===== src/rtl/alu_multicycle_unit.sv =====
// Execute-stage ALU: decodes {funct7, ALU_Op, funct3} into a 4-bit op code and runs it.
// Logic/arithmetic ops finish in one cycle; shifts iterate SHIFT_STEP bits per cycle.
module alu_multicycle_unit #(
  parameter int DATA_WIDTH = 32,
  parameter int SHIFT_STEP = 1
) (
  input  logic                  clk,
  input  logic                  reset,
  input  logic                  start_i,
  input  logic                  funct7_i,
  input  logic [2:0]            ALU_Op_i,
  input  logic [2:0]            funct3_i,
  input  logic [DATA_WIDTH-1:0] a_i,
  input  logic [DATA_WIDTH-1:0] b_i,
  output logic                  ready_o,
  output logic                  done_o,
  output logic [DATA_WIDTH-1:0] result_o,
  output logic                  zero_o,
  output logic                  illegal_o,
  output logic [3:0]            ALU_Operation_o
);

  localparam int SHW = $clog2(DATA_WIDTH);
  localparam logic [SHW-1:0] STEP_C = SHW'(SHIFT_STEP);

  localparam logic [3:0] OP_ADD = 4'b0000;
  localparam logic [3:0] OP_SUB = 4'b0001;
  localparam logic [3:0] OP_AND = 4'b0100;
  localparam logic [3:0] OP_OR  = 4'b0101;
  localparam logic [3:0] OP_XOR = 4'b0110;
  localparam logic [3:0] OP_LUI = 4'b0111;
  localparam logic [3:0] OP_SLL = 4'b1000;
  localparam logic [3:0] OP_SRL = 4'b1010;
  localparam logic [3:0] OP_SRA = 4'b1011;
  localparam logic [3:0] OP_ILL = 4'b1111;

  typedef enum logic [0:0] {ST_IDLE = 1'b0, ST_SHIFT = 1'b1} state_t;

  // funct7 only matters for R-type ADD/SUB and for the right shifts
  function automatic logic [3:0] decode_op(input logic f7, input logic [2:0] alu_op,
                                           input logic [2:0] f3);
    logic [3:0] op;
    op = OP_ILL;
    case (alu_op)
      3'b000, 3'b001: begin
        case (f3)
          3'b000:  op = (f7 && (alu_op == 3'b000)) ? OP_SUB : OP_ADD;
          3'b001:  op = OP_SLL;
          3'b100:  op = OP_XOR;
          3'b101:  op = f7 ? OP_SRA : OP_SRL;
          3'b110:  op = OP_OR;
          3'b111:  op = OP_AND;
          default: op = OP_ILL;
        endcase
      end
      3'b010:  op = OP_LUI;
      default: op = OP_ILL;
    endcase
    return op;
  endfunction

  state_t                state_r, state_nxt_s;
  logic [3:0]            op_s, op_r;
  logic [SHW-1:0]        shamt_s, rem_r, step_amt_s;
  logic [DATA_WIDTH-1:0] wrk_r, single_res_s, shifted_s;
  logic                  accept_s, is_shift_s, shift_start_s, shift_last_s;
  logic                  done_r, zero_r, illegal_r;
  logic [DATA_WIDTH-1:0] result_r;

  assign op_s          = decode_op(funct7_i, ALU_Op_i, funct3_i);
  assign shamt_s       = b_i[SHW-1:0];
  assign is_shift_s    = (op_s == OP_SLL) || (op_s == OP_SRL) || (op_s == OP_SRA);
  assign ready_o       = (state_r == ST_IDLE) && !reset;
  assign accept_s      = start_i && ready_o;
  assign shift_start_s = accept_s && is_shift_s && (shamt_s != {SHW{1'b0}});
  assign shift_last_s  = (rem_r == step_amt_s);

  // Single-cycle result; a shift reaching here has amount 0 and returns a_i
  always_comb begin
    single_res_s = {DATA_WIDTH{1'b0}};
    case (op_s)
      OP_ADD:                 single_res_s = a_i + b_i;
      OP_SUB:                 single_res_s = a_i - b_i;
      OP_AND:                 single_res_s = a_i & b_i;
      OP_OR:                  single_res_s = a_i | b_i;
      OP_XOR:                 single_res_s = a_i ^ b_i;
      OP_LUI:                 single_res_s = b_i;
      OP_SLL, OP_SRL, OP_SRA: single_res_s = a_i;
      default:                single_res_s = {DATA_WIDTH{1'b0}};
    endcase
  end

  // One iteration of the shifter, never past the remaining count
  always_comb begin
    step_amt_s = STEP_C;
    if (rem_r < STEP_C) begin
      step_amt_s = rem_r;
    end else begin
      step_amt_s = STEP_C;
    end
    shifted_s = wrk_r;
    case (op_r)
      OP_SLL:  shifted_s = wrk_r << step_amt_s;
      OP_SRL:  shifted_s = wrk_r >> step_amt_s;
      OP_SRA:  shifted_s = $unsigned($signed(wrk_r) >>> step_amt_s);
      default: shifted_s = wrk_r;
    endcase
  end

  // Next-state logic
  always_comb begin
    state_nxt_s = state_r;
    case (state_r)
      ST_IDLE: begin
        if (shift_start_s) begin
          state_nxt_s = ST_SHIFT;
        end else begin
          state_nxt_s = ST_IDLE;
        end
      end
      ST_SHIFT: begin
        if (shift_last_s) begin
          state_nxt_s = ST_IDLE;
        end else begin
          state_nxt_s = ST_SHIFT;
        end
      end
      default: state_nxt_s = ST_IDLE;
    endcase
  end

  // State, shifter and output registers
  always_ff @(posedge clk) begin
    if (reset) begin
      state_r   <= ST_IDLE;
      op_r      <= OP_ADD;
      rem_r     <= {SHW{1'b0}};
      wrk_r     <= {DATA_WIDTH{1'b0}};
      result_r  <= {DATA_WIDTH{1'b0}};
      zero_r    <= 1'b0;
      illegal_r <= 1'b0;
      done_r    <= 1'b0;
    end else begin
      state_r <= state_nxt_s;
      done_r  <= 1'b0;
      case (state_r)
        ST_IDLE: begin
          if (accept_s) begin
            op_r <= op_s;
            if (shift_start_s) begin
              wrk_r <= a_i;
              rem_r <= shamt_s;
            end else begin
              result_r  <= single_res_s;
              zero_r    <= (single_res_s == {DATA_WIDTH{1'b0}});
              illegal_r <= (op_s == OP_ILL);
              done_r    <= 1'b1;
            end
          end
        end
        ST_SHIFT: begin
          wrk_r <= shifted_s;
          rem_r <= rem_r - step_amt_s;
          if (shift_last_s) begin
            result_r  <= shifted_s;
            zero_r    <= (shifted_s == {DATA_WIDTH{1'b0}});
            illegal_r <= 1'b0;
            done_r    <= 1'b1;
          end
        end
        default: state_r <= ST_IDLE;
      endcase
    end
  end

  assign done_o          = done_r;
  assign result_o        = result_r;
  assign zero_o          = zero_r;
  assign illegal_o       = illegal_r;
  assign ALU_Operation_o = op_r;

endmodule


===== config.mk =====
export PLATFORM = sky130hd
export DESIGN_NAME = alu_multicycle_unit
export DESIGN_NICKNAME = d
export VERILOG_FILES = /design/src/rtl/alu_multicycle_unit.sv
export SDC_FILE = /design/constraint.sdc
export NUM_CORES = 1
export LEC_CHECK = 0
export CELL_PAD_IN_SITES_DETAIL_PLACEMENT = 1
export CELL_PAD_IN_SITES_GLOBAL_PLACEMENT = 1
export CORE_UTILIZATION = 41
export DETAILED_ROUTE_END_ITERATION = 10
export PLACE_DENSITY = 0.91
export SETUP_SLACK_MARGIN = 0.4
export SYNTH_ARGS = -nofsm -noshare
export SYNTH_HDL_FRONTEND = slang
export SYNTH_SLANG_ARGS = --single-unit

===== constraint.sdc =====
create_clock -name clk -period 7.2 [get_ports clk]
set_input_delay 0.72 -clock clk [delete_from_list [all_inputs] [get_ports clk]]
set_output_delay 0.72 -clock clk [all_outputs]
set_load 0.01 [all_outputs]

Yosys cells after proc, flatten, opt, wreduce, memory -nomap -nowiden
Cells that the tools add are included.

Bits in read-only memories: 0. Output and inout port bits: 40. Memories: 0. Latch bits: 0. Bits of input ports: 74. Flip-flop bits (word level): 77. Memory bits (writable): 0. Word-level logic and storage cells: 94.

$lt $le $gt $ge: 1. Shift operators: 3. Reductions and logical operators: 19. Mux-type cells: 32. Add/sub/neg operators: 3. Div/mod/pow operators: 0. Eq/ne operators: 24. Multipliers: 0. Bitwise gates (word level): 4.

Operator list (count): case mux 32 bit (7 select lines) (1); two-way mux 32 bit (5); case mux 32 bit (2 select lines) (2); case mux 32 bit (3 select lines) (1); logical NOT 32 bit (2); adder 32 bit (1); AND 32 bit (1); bitwise OR 32 bit (1); left shift 32 x 5 -> 32 bit (1); >> shifter 32 x 5 -> 32 bit (1); >>> shifter 32 x 5 -> 32 bit (1); subtractor 32 bit (1); XOR 32 bit (1); == test 4 bit (second input constant) (7); case mux 4 bit (6 select lines) (1); == test 4 x 3 -> 1 bit (second input constant) (4); two-way mux 5 bit (3); two-way mux 1 bit (13); == test 3 bit (second input constant) (4); case mux 5 bit (2 select lines) (1); case mux 1 bit (2 select lines) (4); case mux 4 bit (2 select lines) (1); == test 3 x 1 -> 1 bit (second input constant) (2); logical NOT 3 bit (2); 17 further kinds (25).

Longest topological paths before layout
Gate-level depths: netlist (run 1).

Depth in word-level cells: 13. Gate-level depth with buffers: 21. Gate-level depth less buffers: 21.

Least setup slack after synthesis (run 1)
Ideal clock, no wire load.

Path kind: input -> register. Start point: input port funct3_i[1]. End point: register zero_r, in the netlist zero_o. Slack: 1.898 ns. Buffers on the path: 3. Required time: 7.104 ns. Cell stages on the path: 19. Data arrival time: 5.207 ns. Setup time: 0.096 ns. Cell sequence: buf_4 -> or3_1 -> or3_1 -> clkbuf_1 -> nor2_1 -> clkbuf_1 -> mux2i_1 -> ha_1 -> a21o_1 -> a221o_1 -> a22oi_2 -> a21boi_2 -> o2111ai_1 -> nand3_1 -> xor2_1 -> a211oi_2 -> nand4_1 -> or4_1 -> o41ai_2.

Word-level cells in the longest chain between the ends: 10. Elaborated cells between the ends (all ways): 29. Classes of those cells: 14 x eq/ne; 6 x mux; 9 x reduce/logical.

RTL lines: start, declared (RTL line 12) `input logic [2:0] funct3_i,`; == test 3 bit (tied with other cells) (RTL line 46) `case (f3)`; case mux 4 bit (6 select lines) * (RTL line 46); case mux 4 bit (2 select lines) * (RTL line 44) `case (alu_op)`; == test 4 bit (RTL line 72, 81); OR reduction 3 bit / logical OR 1 bit (equally long branches) (RTL line 81, 72); case mux 32 bit (7 select lines) / logical OR 1 bit (equally long branches) (RTL line 81, 72); logical NOT 32 bit / logical AND 1 bit (equally long branches) (RTL line 155, 75); two-way mux 1 bit / logical AND 1 bit (equally long branches) (RTL line 150, 75); two-way mux 1 bit / != test 2 bit (equally long branches); case mux 1 bit (2 select lines) / AND reduction 3 bit (equally long branches); end signal, assigned (RTL line 155) `zero_r <= (single_res_s == {DATA_WIDTH{1'b0}});`; end signal, assigned (RTL line 166) `zero_r <= (shifted_s == {DATA_WIDTH{1'b0}});`; end, declared (RTL line 67) `logic done_r, zero_r, illegal_r;`.

Mark *: on every way between the ends. The rest lies on a longest branch, timed or not. The select of a mux whose other input is x is not followed. A chain may end at the register's enable or synchronous reset.

Worst setup path after layout (run 1)
Start point: input port ALU_Op_i[1]. End point: register zero_r, in the netlist zero_o.

Word-level cells in the longest chain between the ends: 12. Elaborated cells between the ends (all ways): 29. Classes of those cells: 11 x eq/ne; 7 x mux; 11 x reduce/logical.

RTL lines: start, declared (RTL line 11) `input logic [2:0] ALU_Op_i,`; logical NOT 3 bit (RTL line 44, 47); logical AND 1 bit (RTL line 47) `3'b000: op = (f7 && (alu_op == 3'b000)) ? OP_SUB : OP_ADD;`; two-way mux 1 bit (RTL line 47); case mux 4 bit (6 select lines) (RTL line 46); case mux 4 bit (2 select lines) * (RTL line 44); == test 4 bit (RTL line 72, 81); OR reduction 3 bit / logical OR 1 bit (equally long branches) (RTL line 81, 72); case mux 32 bit (7 select lines) / logical OR 1 bit (equally long branches) (RTL line 81, 72); logical NOT 32 bit / logical AND 1 bit (equally long branches) (RTL line 155, 75); two-way mux 1 bit / logical AND 1 bit (equally long branches) (RTL line 150, 75); two-way mux 1 bit / != test 2 bit (equally long branches); case mux 1 bit (2 select lines) / AND reduction 3 bit (equally long branches).

Marked as above.

==> results of run 1 <==
-- final cells by class --
type / count / share of cell area, %
Tap cell: 270 / 3.364
Clock inverter: 6 / 0.9470
Clock buffer: 10 / 2.280
Sequential cell: 77 / 15.35
Inverter: 75 / 2.804
Timing Repair Buffer: 131 / 12.56
Multi-Input combinational cell: 937 / 62.69
-- routing by layer --
layer	up-vias	part of all wire, %	GRT usage, %
met5	-	0	0
met4	0	4.7	16.16
met3	99	6.6	5.220
met2	433	49	55.96
met1	4816	40	38.62
li1	4432	-	-
-- worst paths after layout --
| check | slack (ns) | start | end | depth (start not counted) |
|---|---|---|---|---|
| max reg2reg | 3.30 | rem_r[1]$_SDFFE_PP0P_ | zero_o$_SDFFE_PP0P_ | 13 |
| min | 0.46 | result_o[7]$_SDFFE_PP0P_ | result_o[7]$_SDFFE_PP0P_ | 2 |
| max | 0.97 | ALU_Op_i[1] | zero_o$_SDFFE_PP0P_ | 17 |
| min reg2reg | 0.46 | result_o[7]$_SDFFE_PP0P_ | result_o[7]$_SDFFE_PP0P_ | 2 |
-- cells in the final DEF (no fill, tap or decap), types with 6 or more instances in the layout --
master / netlist / final
sky130_fd_sc_hd__clkdlybuf4s50_1: 0 / 112
sky130_fd_sc_hd__nor2_1: 111 / 110
sky130_fd_sc_hd__nand2_1: 110 / 110
sky130_fd_sc_hd__a21oi_1: 109 / 109
sky130_fd_sc_hd__ha_1: 98 / 98
sky130_fd_sc_hd__dfxtp_1: 77 / 77
sky130_fd_sc_hd__inv_1: 74 / 74
sky130_fd_sc_hd__o21ai_0: 72 / 72
sky130_fd_sc_hd__a22oi_1: 44 / 44
sky130_fd_sc_hd__xnor2_1: 40 / 40
sky130_fd_sc_hd__o211ai_1: 35 / 35
sky130_fd_sc_hd__o22ai_1: 32 / 32
sky130_fd_sc_hd__a221oi_1: 24 / 24
sky130_fd_sc_hd__or2_2: 22 / 22
sky130_fd_sc_hd__nand4_1: 18 / 18
sky130_fd_sc_hd__nor3_1: 20 / 18
sky130_fd_sc_hd__buf_4: 2 / 18
sky130_fd_sc_hd__nand3_1: 15 / 15
sky130_fd_sc_hd__a21o_1: 15 / 15
sky130_fd_sc_hd__xor2_1: 15 / 15
sky130_fd_sc_hd__a211oi_1: 14 / 14
sky130_fd_sc_hd__a222oi_1: 13 / 13
sky130_fd_sc_hd__a31oi_1: 12 / 12
sky130_fd_sc_hd__nand2b_1: 9 / 9
sky130_fd_sc_hd__clkbuf_16: 0 / 9
sky130_fd_sc_hd__nor4_1: 10 / 8
sky130_fd_sc_hd__o31ai_1: 7 / 7
sky130_fd_sc_hd__nor2b_1: 7 / 7
sky130_fd_sc_hd__or3_1: 6 / 6
sky130_fd_sc_hd__mux2i_1: 6 / 6
sky130_fd_sc_hd__o21a_1: 6 / 6
-- report_power, final --
part | internal [mW] | switching, mW | total, mW
Combinational | 0.199 | 0.294 | 0.494
Sequential | 0.441 | 0.0115 | 0.452
Clock | 0.308 | 0.197 | 0.504
Total | 0.947 | 0.502 | 1.45
-- sequential cells by signal, indices dropped and copies added, names as in the netlist --
signal / cells
state_r: 1
rem_r: 5
done_o: 1
illegal_o: 1
wrk_r: 32
zero_o: 1
ALU_Operation_o: 4
result_o: 32
-- worst max-delay path: stages --
cell and delay [ns]:
sky130_fd_sc_hd__clkdlybuf4s50_1 0.57, sky130_fd_sc_hd__or3_1 0.50, sky130_fd_sc_hd__or3_1 0.59, sky130_fd_sc_hd__or2_2 0.59, sky130_fd_sc_hd__mux2i_1 0.23, sky130_fd_sc_hd__fa_1 0.47
sky130_fd_sc_hd__a21o_1 0.23, sky130_fd_sc_hd__a221o_1 0.39, sky130_fd_sc_hd__a22oi_2 0.29, sky130_fd_sc_hd__a21boi_2 0.10, sky130_fd_sc_hd__o2111ai_1 0.23, sky130_fd_sc_hd__nand3_1 0.13
sky130_fd_sc_hd__xor2_1 0.17, sky130_fd_sc_hd__a211oi_2 0.27, sky130_fd_sc_hd__nand4_1 0.10, sky130_fd_sc_hd__or4_1 0.56, sky130_fd_sc_hd__o41ai_2 0.31
-- logic make-up (layout without fill, tap and decap cells) --
logic type | after synthesis | after routing | synth area share [%]
AO/OA/AOI/OAI | 419 | 419 | 33.12
XOR/XNOR | 55 | 55 | 5.721
adder cells (fa/ha/maj) | 99 | 99 | 14.80
buffers and inverters | 152 | 222 | 7.370
flip-flops | 77 | 77 | 18.31
multiplexers | 7 | 7 | 0.8470
AND/OR/NAND/NOR | 357 | 357 | 19.84
-- per-stage QoR --
stage / utilization [%] / setup WS, ns
after floorplan: - / 1.898
after global routing: 49.78 / 0.7791
after detailed placement: 48.18 / 0.7182
after CTS: 49.78 / 1.059
after global placement: 48.18 / 0.9592
final: 49.78 / 0.9711
==> flow_summary.ini, run 1 <==
[run_status]
status = finished clean

[global_routing]
grt_pass1_wl_mm = 54.50
grt_pass1_vias = 9877
grt_overflow = 0
grt_start_max_net_pins = 81
grt.total_usage_pct = 32.30
antenna_found_initial = 0

[timing]
clock.fmax_mhz = 160.5
timing_hold_violations_final = 0
final_min_period_over_clock_period_pct = 86.51
worstMarginPinSlew_ns = 1.188
slew_viol_final = 0
timing.slew.headroom_pct = 18.78
finalWorstPathRequiredPeriod_ns = 6.229
whs_ns = 0.4553
finalSetupTns_ns = 0
rsz0062_at_grt = no
final_setup_violation_count = 0
skew_ns = 0.005735

[final_layout]
antennaDiodeCount = 0
fillerInstances = 2548
final_cells = 1506
net_total_in_the_final_layout = 1404
post_route_cell_area_um2 = 10040
multi_input_comb_area_um2 = 6295
area.growth.synth_to_final_pct = 19.24
layout_cell_share_with_drive_strength_beyond_1_pct = 6.149
final-seq-area_um2 = 1541

[detailed_routing]
detailroute.via_count = 9780
dr.first_iter.drc_count = 1078
iteration_count_of_the_initial_detailed_routing_pass = 5
drtAntennaViolNets = 0
detail_route.wirelength_mm = 34.39
vias_per_cell = 6.494
drc = 0
wl_per_cell_um = 22.83

[placed_design]
dp_hpwl_mm = 25.73
gpl.final_weighted_congestion = 0.9263
placement.io_buffers = 113
placedCellCount = 1490
dpl_cell_area_um2 = 9717

[logic_synthesis]
synth.ff_latch_count = 77
synthDistinctLibCells = 73
netlist_instances = 1166
synth.area.top_cells = sky130_fd_sc_hd__dfxtp_1 (18%), sky130_fd_sc_hd__ha_1 (15%), sky130_fd_sc_hd__a21oi_1 (6.5%)
yosysWarnings = 0
yosysMostFrequentCell = sky130_fd_sc_hd__nor2_1
async_flop_share_pct = 0
synth-seq-area-share_pct = 18.31
dominant_synthesized_flop_cell = sky130_fd_sc_hd__dfxtp_1
synthesis.area_per_instance_um2 = 7.222
synth_area_um2 = 8421
count_of_flip_flops_with_a_built_in_enable_after_synthesis = 0
synthesis.nets = 1339
post_synth_most_frequent_cells = sky130_fd_sc_hd__nor2_1 (111), sky130_fd_sc_hd__nand2_1 (110), sky130_fd_sc_hd__a21oi_1 (109), sky130_fd_sc_hd__ha_1 (98), sky130_fd_sc_hd__dfxtp_1 (77)
synth.largest_area_cell = sky130_fd_sc_hd__dfxtp_1
netlist.area_leader.share_pct = 18.31

[cts]
cts.root.buffer_cell = sky130_fd_sc_hd__clkbuf_16
clock_latency_at_the_later_pin_of_the_worst_skew_pair_ns = 0.34
post_cts_resized = 0
cts_inserted_buffers = 9
cts-htree-levels = 3
cts_tree = done
cts_hold_repair.buffers = 0
cts_buffer_depth = 2
postCtsSetupRepairBufs = 0
path_clk_slew_ns = 0.06
cts_sinks = 77

[flow_run]
max-cap-violations = 0

[floorplan]
top_level_ports = 114
initial_utilization_pct = 41.75
dieArea_um2 = 21120
core_area_um2 = 20170
die_w_um = 145.3
die_height_um = 145.3
core.rowCount = 52

[worst_setup_path]
worst-path-max-fanout = 18
crit_path_start_kind = input pin
required_time_worst_endpoint_ns = 7.45
crit_arrival_ns = 6.48
timing.setup.critical_path_class = input pin to flip-flop
timing.critical_path.to_type = flip-flop

[pwr]
ir_worst_vdd_mv = 0.1221
finalPower_mw = 1.450
leakage_nw = 3.966
powerDensity_nw_per_um2 = 144.4

[min_path]
min-delay-path-class = flip-flop to flip-flop
Note: power is estimated with default switching activity, not from simulation.
==> inputs of run 2 (changes only) <==
Settings changed: SKIP_CTS_REPAIR_TIMING set to 1.
==> results of run 2 <==
Final layout, timing and power as in run 1 (identical DEF).
